$ cat config.mk
export PLATFORM = sky130hd
export DESIGN_NAME = note_judge
export DESIGN_NICKNAME = d
export VERILOG_FILES = /design/src/rtl/note_judge.sv
export SDC_FILE = /design/constraint.sdc
export NUM_CORES = 1
export LEC_CHECK = 0
export BUFFER_PORTS_ARGS = -buffer_cell sky130_fd_sc_hd__buf_4
export CAP_MARGIN = 20
export CORE_MARGIN = 8
export CORE_UTILIZATION = 35
export CTS_CLUSTER_DIAMETER = 200
export DETAILED_ROUTE_END_ITERATION = 16
export PLACE_DENSITY = 0.67
export SLEW_MARGIN = 20
export SYNTH_ARGS = -nofsm -noshare
export SYNTH_HDL_FRONTEND = slang
export SYNTH_SLANG_ARGS = --single-unit
$ cat constraint.sdc
create_clock -name system_clk -period 7.8 [get_ports system_clk]
set_input_delay 0.39 -clock system_clk [delete_from_list [all_inputs] [get_ports system_clk]]
set_output_delay 0.39 -clock system_clk [all_outputs]
set_load 0.02 [all_outputs]
$ cat src/rtl/note_judge.sv
// Player-side judge for the 4-lane falling-note display: synchronises the lane buttons,
// grades presses against the two bottom rows, detects dropped notes and keeps score/combo/lives.
module note_judge #(
  parameter int PERFECT_PTS  = 3,
  parameter int GOOD_PTS     = 1,
  parameter int START_LIVES  = 5,
  parameter int FLASH_CYCLES = 25000000
) (
  input  logic        system_clk,
  input  logic        rst,
  input  logic        run,
  input  logic        shift_tick,
  input  logic [63:0] channel_in,
  input  logic [3:0]  btn,
  output logic [15:0] score,
  output logic [7:0]  combo,
  output logic [7:0]  max_combo,
  output logic [2:0]  lives,
  output logic        game_over,
  output logic        judge_valid,
  output logic [1:0]  last_judge
);

  localparam int            FW           = $clog2(FLASH_CYCLES + 1);
  localparam logic [FW-1:0] FLASH_RELOAD = FW'(FLASH_CYCLES - 1);

  typedef enum logic [1:0] {
    IDLE = 2'd0,
    PLAY = 2'd1,
    OVER = 2'd2
  } state_t;

  state_t        state_q, state_d;
  logic [3:0]    sync1_q, sync1_d;
  logic [3:0]    sync2_q, sync2_d;
  logic [3:0]    prev_q, prev_d;
  logic [3:0]    press_q, press_d;
  logic [2:0]    fill_q, fill_d;
  logic [3:0]    m14_q, m14_d;
  logic [3:0]    m15_q, m15_d;
  logic [15:0]   score_q, score_d;
  logic [7:0]    combo_q, combo_d;
  logic [7:0]    max_combo_q, max_combo_d;
  logic [2:0]    lives_q, lives_d;
  logic          game_over_q, game_over_d;
  logic          judge_valid_q, judge_valid_d;
  logic [1:0]    last_judge_q, last_judge_d;
  logic [FW-1:0] flash_q, flash_d;

  logic          playing;
  logic [3:0]    row14, row15;
  logic [3:0]    hit_press;
  logic [3:0]    perfect, good, bad, miss;
  logic [2:0]    n_perfect, n_good, n_bad, n_miss, n_hits;
  logic [31:0]   score_sum;
  logic [8:0]    combo_sum;
  logic          any_event;

  function automatic logic [2:0] count4(input logic [3:0] v);
    count4 = 3'(v[0]) + 3'(v[1]) + 3'(v[2]) + 3'(v[3]);
  endfunction

  always_comb begin
    sync1_d = btn;
    sync2_d = sync1_q;
    prev_d  = sync2_q;
    // fill_q marks when prev_q holds a real synchronised sample, so a button
    // held through reset never looks like a fresh rising edge.
    fill_d  = {fill_q[1:0], 1'b1};
    press_d = sync2_q & ~prev_q & {4{fill_q[2]}};

    row14 = '0;
    row15 = '0;
    for (int k = 0; k < 4; k++) begin
      row14[k] = channel_in[16*k+14];
      row15[k] = channel_in[16*k+15];
    end

    playing   = (state_q == PLAY);
    hit_press = press_q & {4{playing}};
    perfect   = hit_press & row15 & ~m15_q;
    good      = hit_press & ~perfect & row14 & ~m14_q;
    bad       = hit_press & ~perfect & ~good;
    miss      = {4{shift_tick & playing}} & row15 & ~m15_q & ~perfect;

    n_perfect = count4(perfect);
    n_good    = count4(good);
    n_bad     = count4(bad);
    n_miss    = count4(miss);
    n_hits    = n_perfect + n_good;
    any_event = |{perfect, good, bad, miss};

    // Marks follow the notes down; they freeze together with judging outside PLAY.
    m14_d = m14_q;
    m15_d = m15_q;
    if (playing) begin
      if (shift_tick) begin
        m15_d = m14_q | good;
        m14_d = '0;
      end else begin
        m15_d = m15_q | perfect;
        m14_d = m14_q | good;
      end
    end

    score_sum = 32'(score_q) + 32'(PERFECT_PTS) * 32'(n_perfect) + 32'(GOOD_PTS) * 32'(n_good);
    score_d   = (score_sum > 32'h0000_FFFF) ? 16'hFFFF : score_sum[15:0];

    combo_sum = {1'b0, combo_q} + 9'(n_hits);
    if ((n_miss != 3'd0) || (n_bad != 3'd0)) begin
      combo_d = '0;
    end else if (combo_sum > 9'd255) begin
      combo_d = 8'd255;
    end else begin
      combo_d = combo_sum[7:0];
    end
    max_combo_d = (combo_d > max_combo_q) ? combo_d : max_combo_q;

    lives_d = (n_miss >= lives_q) ? 3'd0 : lives_q - n_miss;

    judge_valid_d = any_event;
    last_judge_d  = last_judge_q;
    flash_d       = flash_q;
    if (any_event) begin
      if ((n_miss != 3'd0) || (n_bad != 3'd0)) begin
        last_judge_d = 2'b11;
      end else if (n_good != 3'd0) begin
        last_judge_d = 2'b10;
      end else begin
        last_judge_d = 2'b01;
      end
      flash_d = FLASH_RELOAD;
    end else if (flash_q != '0) begin
      flash_d = flash_q - FW'(1);
    end else begin
      last_judge_d = 2'b00;
    end

    state_d = state_q;
    case (state_q)
      IDLE: if (run) state_d = PLAY;
      PLAY: begin
        if (lives_d == 3'd0) begin
          state_d = OVER;
        end else if (!run) begin
          state_d = IDLE;
        end
      end
      OVER:    state_d = OVER;
      default: state_d = IDLE;
    endcase
    game_over_d = (state_d == OVER);
  end

  always_ff @(posedge system_clk) begin
    if (rst) begin
      state_q       <= IDLE;
      sync1_q       <= '0;
      sync2_q       <= '0;
      prev_q        <= '0;
      press_q       <= '0;
      fill_q        <= '0;
      m14_q         <= '0;
      m15_q         <= '0;
      score_q       <= '0;
      combo_q       <= '0;
      max_combo_q   <= '0;
      lives_q       <= 3'(START_LIVES);
      game_over_q   <= 1'b0;
      judge_valid_q <= 1'b0;
      last_judge_q  <= 2'b00;
      flash_q       <= '0;
    end else begin
      state_q       <= state_d;
      sync1_q       <= sync1_d;
      sync2_q       <= sync2_d;
      prev_q        <= prev_d;
      press_q       <= press_d;
      fill_q        <= fill_d;
      m14_q         <= m14_d;
      m15_q         <= m15_d;
      score_q       <= score_d;
      combo_q       <= combo_d;
      max_combo_q   <= max_combo_d;
      lives_q       <= lives_d;
      game_over_q   <= game_over_d;
      judge_valid_q <= judge_valid_d;
      last_judge_q  <= last_judge_d;
      flash_q       <= flash_d;
    end
  end

  assign score       = score_q;
  assign combo       = combo_q;
  assign max_combo   = max_combo_q;
  assign lives       = lives_q;
  assign game_over   = game_over_q;
  assign judge_valid = judge_valid_q;
  assign last_judge  = last_judge_q;

endmodule
Word-level counts from Yosys, hierarchy flattened
Index checks and enable logic that the tools add are counted.

Add/subtract/negate cells: 18. Multipliers: 1. Divide/modulo/power cells: 0. Order comparisons: 4. Eq/ne operators: 4. Shift operators: 0. Mux-type cells: 17. Bitwise logic cells: 20. Reduce and logical (&&, ||, !) cells: 10.

Operators by type and width (number): two-way mux 25 bit (2); AND 4 bit (12); nonzero test 25 bit (1); subtractor 25 x 1 -> 25 bit, second input constant (1); inverter 4 bit (5); adder 17 x 3 -> 18 bit (1); greater-than comparator 18 x 16 -> 1 bit, second input constant (1); adder 16 x 5 -> 17 bit (1); OR reduction 17 bit (1); two-way mux 16 bit (1); two-way mux 8 bit (2); OR reduction 16 bit (1); two-way mux 2 bit (7); adder 2 x 1 -> 3 bit (4); adder 3 x 1 -> 3 bit (4); adder 8 x 3 -> 9 bit (1); greater-than comparator 9 x 8 -> 1 bit, second input constant (1); nonzero test 3 bit (3); adder 1 x 1 -> 2 bit (4); greater-than comparator 8 bit (1); two-way mux 4 bit (2); OR 4 bit (2); case mux 2 bit (3 select lines) (1); multiplier 2 x 3 -> 5 bit, first input constant (1); other kinds (13) (14).

Register bits: 93. Latch bits: 0. RAM bits: 0. Bits in read-only memories: 0. Input port bits: 72. Output and inout port bits: 39. Word-level logic and storage cells: 92. Memories kept: 0.

Depth between registers and ports, before layout
Depth after elaboration: 17. Gate-level depth with buffers: 22. Depth with buffers taken out: 19.

Least setup slack after synthesis
OpenSTA, ideal clock, no wires.

Kind: register -> register. Start: register state_q[0]. End: register max_combo_q[1], in the netlist max_combo[1]. Library setup time: 0.121 ns. Arrival: 5.519 ns. Data required time: 7.679 ns. Path slack: 2.160 ns. Cell stages (with the launch flop): 23. Buffers on the path: 3. Period minus slack after synthesis: 5.640 ns. Path through: dfxtp_1 nor2b_1 clkbuf_1 nand2_1 or2_2 inv_1 fa_1 ha_1 ha_1 fa_1 xnor2_1 ha_1 a21oi_1 or4_1 clkbuf_1 a21oi_1 ha_1 nor2b_1 o21a_1 o2111ai_1 a31o_2 clkbuf_1 mux2_2.

Cells in the longest elaborated chain, start to end: 17. Elaborated cells between the ends (all ways): 35. Those cells by class: add/sub: 14; order compare: 2; eq/ne: 1; mux: 2; bitwise: 13; reduce/logical: 3.

Ends and longest elaborated chain: start, declared (RTL line 33) `state_t state_q, state_d;`; start signal, assigned (RTL line 174) `state_q <= state_d;`; == test 2 x 1 -> 1 bit (*) (RTL line 79) `playing = (state_q == PLAY);`; AND 4 bit (RTL line 80) `hit_press = press_q & {4{playing}};`; AND 4 bit (2 in series) (RTL line 81) `perfect = hit_press & row15 & ~m15_q;`; inverter 4 bit (RTL line 82, 83, 84); AND 4 bit (RTL line 82, 83); AND 4 bit (2 in series) (RTL line 82) `good = hit_press & ~perfect & row14 & ~m14_q;`; adder 1 x 1 -> 2 bit or inverter 4 bit (tied branches) (RTL line 60, 83); adder 2 x 1 -> 3 bit or AND 4 bit (tied branches) (RTL line 60, 83); adder 3 x 1 -> 3 bit or adder 1 x 1 -> 2 bit (tied branches) (RTL line 60) `count4 = 3'(v[0]) + 3'(v[1]) + 3'(v[2]) + 3'(v[3]);`; adder 3 bit or adder 2 x 1 -> 3 bit (tied branches) (RTL line 90, 60); adder 8 x 3 -> 9 bit or adder 3 x 1 -> 3 bit (tied branches) (RTL line 109, 60); greater-than comparator 9 x 8 -> 1 bit or nonzero test 3 bit (tied branches) (RTL line 112, 110); two-way mux 8 bit or logical OR 1 bit (tied branches) (RTL line 112, 110); two-way mux 8 bit (*) (RTL line 110) `if ((n_miss != 3'd0) || (n_bad != 3'd0)) begin`; net combo_d[1] (RTL line 42) `logic [7:0] combo_q, combo_d;`; greater-than comparator 8 bit (RTL line 117) `max_combo_d = (combo_d > max_combo_q) ? combo_d : max_combo_q;`; end signal, assigned (RTL line 184) `max_combo_q <= max_combo_d;`; end, declared (RTL line 43) `logic [7:0] max_combo_q, max_combo_d;`.

Mark *: on every way through the listed nets, which the timed path passes. The rest lies on a longest branch. A chain may end at the register's enable or synchronous reset.

Worst setup path in the final report
Start: register state_q[0]. End: register max_combo_q[0], in the netlist max_combo[0].

Cells in the longest elaborated chain, start to end: 17. Elaborated cells between the ends (all ways): 35. Those cells by class: add/sub: 14; order compare: 2; eq/ne: 1; mux: 2; bitwise: 13; reduce/logical: 3.

Ends and longest elaborated chain (RTL line): == test 2 x 1 -> 1 bit (*) (79); AND 4 bit (80); AND 4 bit (2 in series) (81); inverter 4 bit (82, 83, 84); AND 4 bit (82, 83); AND 4 bit (2 in series) (82); adder 1 x 1 -> 2 bit or inverter 4 bit (tied branches) (60, 83); adder 2 x 1 -> 3 bit or AND 4 bit (tied branches) (60, 83); adder 3 x 1 -> 3 bit or adder 1 x 1 -> 2 bit (tied branches) (60); adder 3 bit or adder 2 x 1 -> 3 bit (tied branches) (90, 60); adder 8 x 3 -> 9 bit or adder 3 x 1 -> 3 bit (tied branches) (109, 60); greater-than comparator 9 x 8 -> 1 bit or nonzero test 3 bit (tied branches) (112, 110); two-way mux 8 bit or logical OR 1 bit (tied branches) (112, 110); two-way mux 8 bit (*) (110); net combo_d[1] (42); greater-than comparator 8 bit (*) (117).

Marked as above.

==> impl_metrics.tcl <==
set metrics [dict create \
    htree_levels 3 \
    die_y_um 135 \
    cts_inserted_buffers 9 \
    yosys_warnings 0 \
    rr_worst_depth 20 \
    core.rowCount 43 \
    fin_tns_setup_ns 0 \
    cts_resized 0 \
    drt-vias-per-instance 5.22 \
    crit_top_cell "ha_1" \
    startpoint_type "register" \
    cts_tree "done" \
    antenna_found_initial 0 \
    arrival_ns 5.99 \
    gp_congestion 0.836 \
    clock_latency_ns 0.34 \
    port_buffers 54 \
    post_cts_buffers 0 \
    worst_slew_pin_slew_ns 0.742 \
    die-area_sq_um 18200 \
    cp-end-kind "register" \
    clock-root-buffer "clkbuf_16" \
    dp_cells 756 \
    drv_slew 0 \
    yosysMostFrequentCell "dfxtp_1" \
    p_leak_uw 0.00256 \
    grt_setup_unrepaired "false" \
    period_share_pct 74.0 \
    timing.rr.end "max_combo[0]" \
    vias 4038 \
    max_stage_delay_ns 0.54 \
    place_area_sq_um 5530 \
    hold_path_depth 2 \
    skew_ns 0.00804 \
    synthCells 536 \
    synth_common_cells "dfxtp_1 (93), a21oi_1 (46), ha_1 (40), nor2_1 (39), inv_1 (35)" \
    grt_pass1_vias 4021 \
    slew_headroom_pct 50.5 \
    postSynth.asyncResetShare_pct 0 \
    pre_cts_ws_ns 2.08 \
    synth_edf_count 0 \
    hold_viol_final 0 \
    ys_top_cells_by_area "dfxtp_1 (38%), ha_1 (10%), a21oi_1 (4.7%), fa_1 (4.4%), nor2b_1 (3.0%)" \
    crit_slowest_cell "or4_1" \
    max-vdd-ir-drop_mv 0.118 \
    reg2reg_from "state_q[0]" \
    synth-main-ff-cell "dfxtp_1" \
    drtIter0Drc 215 \
    syn_to_final_growth_pct 18.4 \
    crit_family "adder cells" \
    cap_violations 0 \
    antenna_left 0 \
    synth.largest_area_cell "dfxtp_1" \
    crit_required_ns 8.02 \
    cp_cell_sequence "nor2b_1, buf_4, nand2_1, or4_1, inv_1, fa_1, ha_1, ha_1, fa_1, xnor2_1, ha_1, a21oi_1, or4_1, a21oi_1, ha_1, nor2b_1, o21a_1, o2111ai_1, a31o_2, mux2_1" \
    synth-seq-cells 93 \
    finalWorstSetupSlack_ns 2.03 \
    drcViolationCount 0 \
    critPathMaxFanout 16 \
    max_freq_ghz 0.173 \
    routedWlPerCell_um 14.7 \
    cts_sinks 93 \
    drive_gt1_share_pct 15.3 \
    setup_viol 0 \
    die_w_um 135 \
    cts_hold_buf 0 \
    cts_buffer_depth 2 \
    hold_path_end "sync1_q[0]" \
    hold_path_startpoint "btn[0]" \
    powerDensity_nw_per_um2 255 \
    drtPass1Iterations 4 \
    post-synth-top-area-fraction_pct 37.6 \
    finalNonFillerCells 773 \
    synthDistinctLibCells 61 \
    syn-cell-area_sq_um 4950 \
    grt_pass1_wl_mm 19.2 \
    grt.overflow.total 0 \
    syn_nets 659 \
    worst-r2r-setup-slack_ns 2.03 \
    critical_path_class "register to register" \
    hold_path_class "input port to register" \
    timing.hold.ws_ns 0.261 \
    fin_crit_ns 5.77 \
    drt_wl_total_mm 11.3 \
    grt_usage_pct 12.9 \
    final_nets 711 \
    grt_max_degree 67 \
    core_area_sq_um 13800 \
    boundaryPins 111 \
    synth-seq-area-share_pct 37.6 \
    status "completed" \
    place_hpwl_mm 8.44 \
    path_buf_inv 2 \
    finalInstanceArea_sq_um 5860 \
    cts.clk_slew.worst_paths_ns 0.07 \
    syn_avg_cell_area_sq_um 9.23 \
    num_antenna_cells 0 \
    initial_utilization_pct 35.8 \
]
per-stage QoR:
stage	util, %	power (uW)
6_report	42.4	1490
5_1_grt	42.4	1590
4_1_cts	42.3	1500
3_5_place_dp	40.0	1020
3_3_place_gp	40.0	1000
2_1_floorplan	-	920
worst reg2reg max path: cells and delay by family (launching register included):
family                     cells  cell delay [ns]
adders and majority gates      6             2.05
and+or+nand+nor                5             1.36
AOI/OAI and AO/OA              5             1.05
DFF                            1             0.36
muxes                          1             0.35
buffers and inverters          2             0.33
xor gates and xnor gates       1             0.17
cell usage in the layout, fill, tap and decap left out, types with 3 or more instances in the layout:
cell	n
clkbuf_16	9
a21o_1	9
or4_1	11
o21bai_1	3
ha_1	40
dfxtp_1	93
fa_1	11
o21ai_0	9
nor2b_1	24
nand2_1	21
or2_2	4
mux2_2	6
a211o_1	3
xor2_1	12
and3b_1	4
nand4_1	7
nand2b_1	6
nand3_1	12
buf_4	56
a21oi_1	46
xnor2_1	14
nor3_1	13
nor3b_1	5
a31oi_1	9
and2_1	3
or3_1	9
or2_1	3
o211ai_1	5
mux2i_1	3
o21a_1	4
a211oi_1	12
mux2_1	3
inv_1	35
o31ai_1	7
o21ai_1	7
nor2_1	39
worst max-delay path by stage:
| stage | start | depth (start not counted) | slack (ns) | endpoint |
|---|---|---|---|---|
| 4_1_cts | state_q[0] | 20 | 2.02 | max_combo[3] |
| 6_report | state_q[0] | 20 | 2.03 | max_combo[0] |
| 3_5_place_dp | state_q[0] | 20 | 2.08 | max_combo[3] |
| 2_1_floorplan | state_q[0] | 22 | 2.16 | max_combo[1] |
| 3_3_place_gp | state_q[0] | 20 | 2.09 | max_combo[3] |
| 5_1_grt | state_q[0] | 20 | 1.64 | max_combo[0] |
state kept, by name, summed over array words and instances (netlist names), 4 cells and up:
signal / cells
sync1_q: 4
m14_q: 4
flash_q: 25
press_q: 4
score: 16
combo: 8
prev_d: 4
prev_q: 4
m15_q: 4
max_combo: 8
report_power, final:
| group | internal [uW] | switching [uW] | leakage [uW] | total (uW) |
|---|---|---|---|---|
| combinational | 168 | 257 | 0.00165 | 425 |
| clock | 282 | 190 | 0.000152 | 472 |
| sequential | 535 | 58.6 | 0.000758 | 594 |
cell type report:
type                    count  area, sq um
clock buffers               9          225
clock inverters             7         97.6
fillers                  1321         7970
inverters                  36          135
multi-input cells         391         2890
flip-flops and latches     93         1860
well taps                 180          225
repair buffers             57          425
per-layer routing:
| metal | global-route usage, % | routed length (um) | up-vias |
|---|---|---|---|
| li1 | - | - | 2021 |
| met1 | 15.7 | 5260 | 1930 |
| met2 | 20.8 | 5350 | 73 |
| met3 | 3.05 | 516 | 14 |
| met4 | 6.43 | 201 | 0 |
| met5 | 0 | 0 | - |
logic make-up after synthesis:
logic type      share of synthesized area (%)
compound gates                           16.6
buf+inv                                  4.17
mux                                      2.65
fa+ha+maj                                14.6
simple gates                             19.8
flops                                    37.6
xor+xnor                                 4.60
Power figures use the tool's default switching activity.
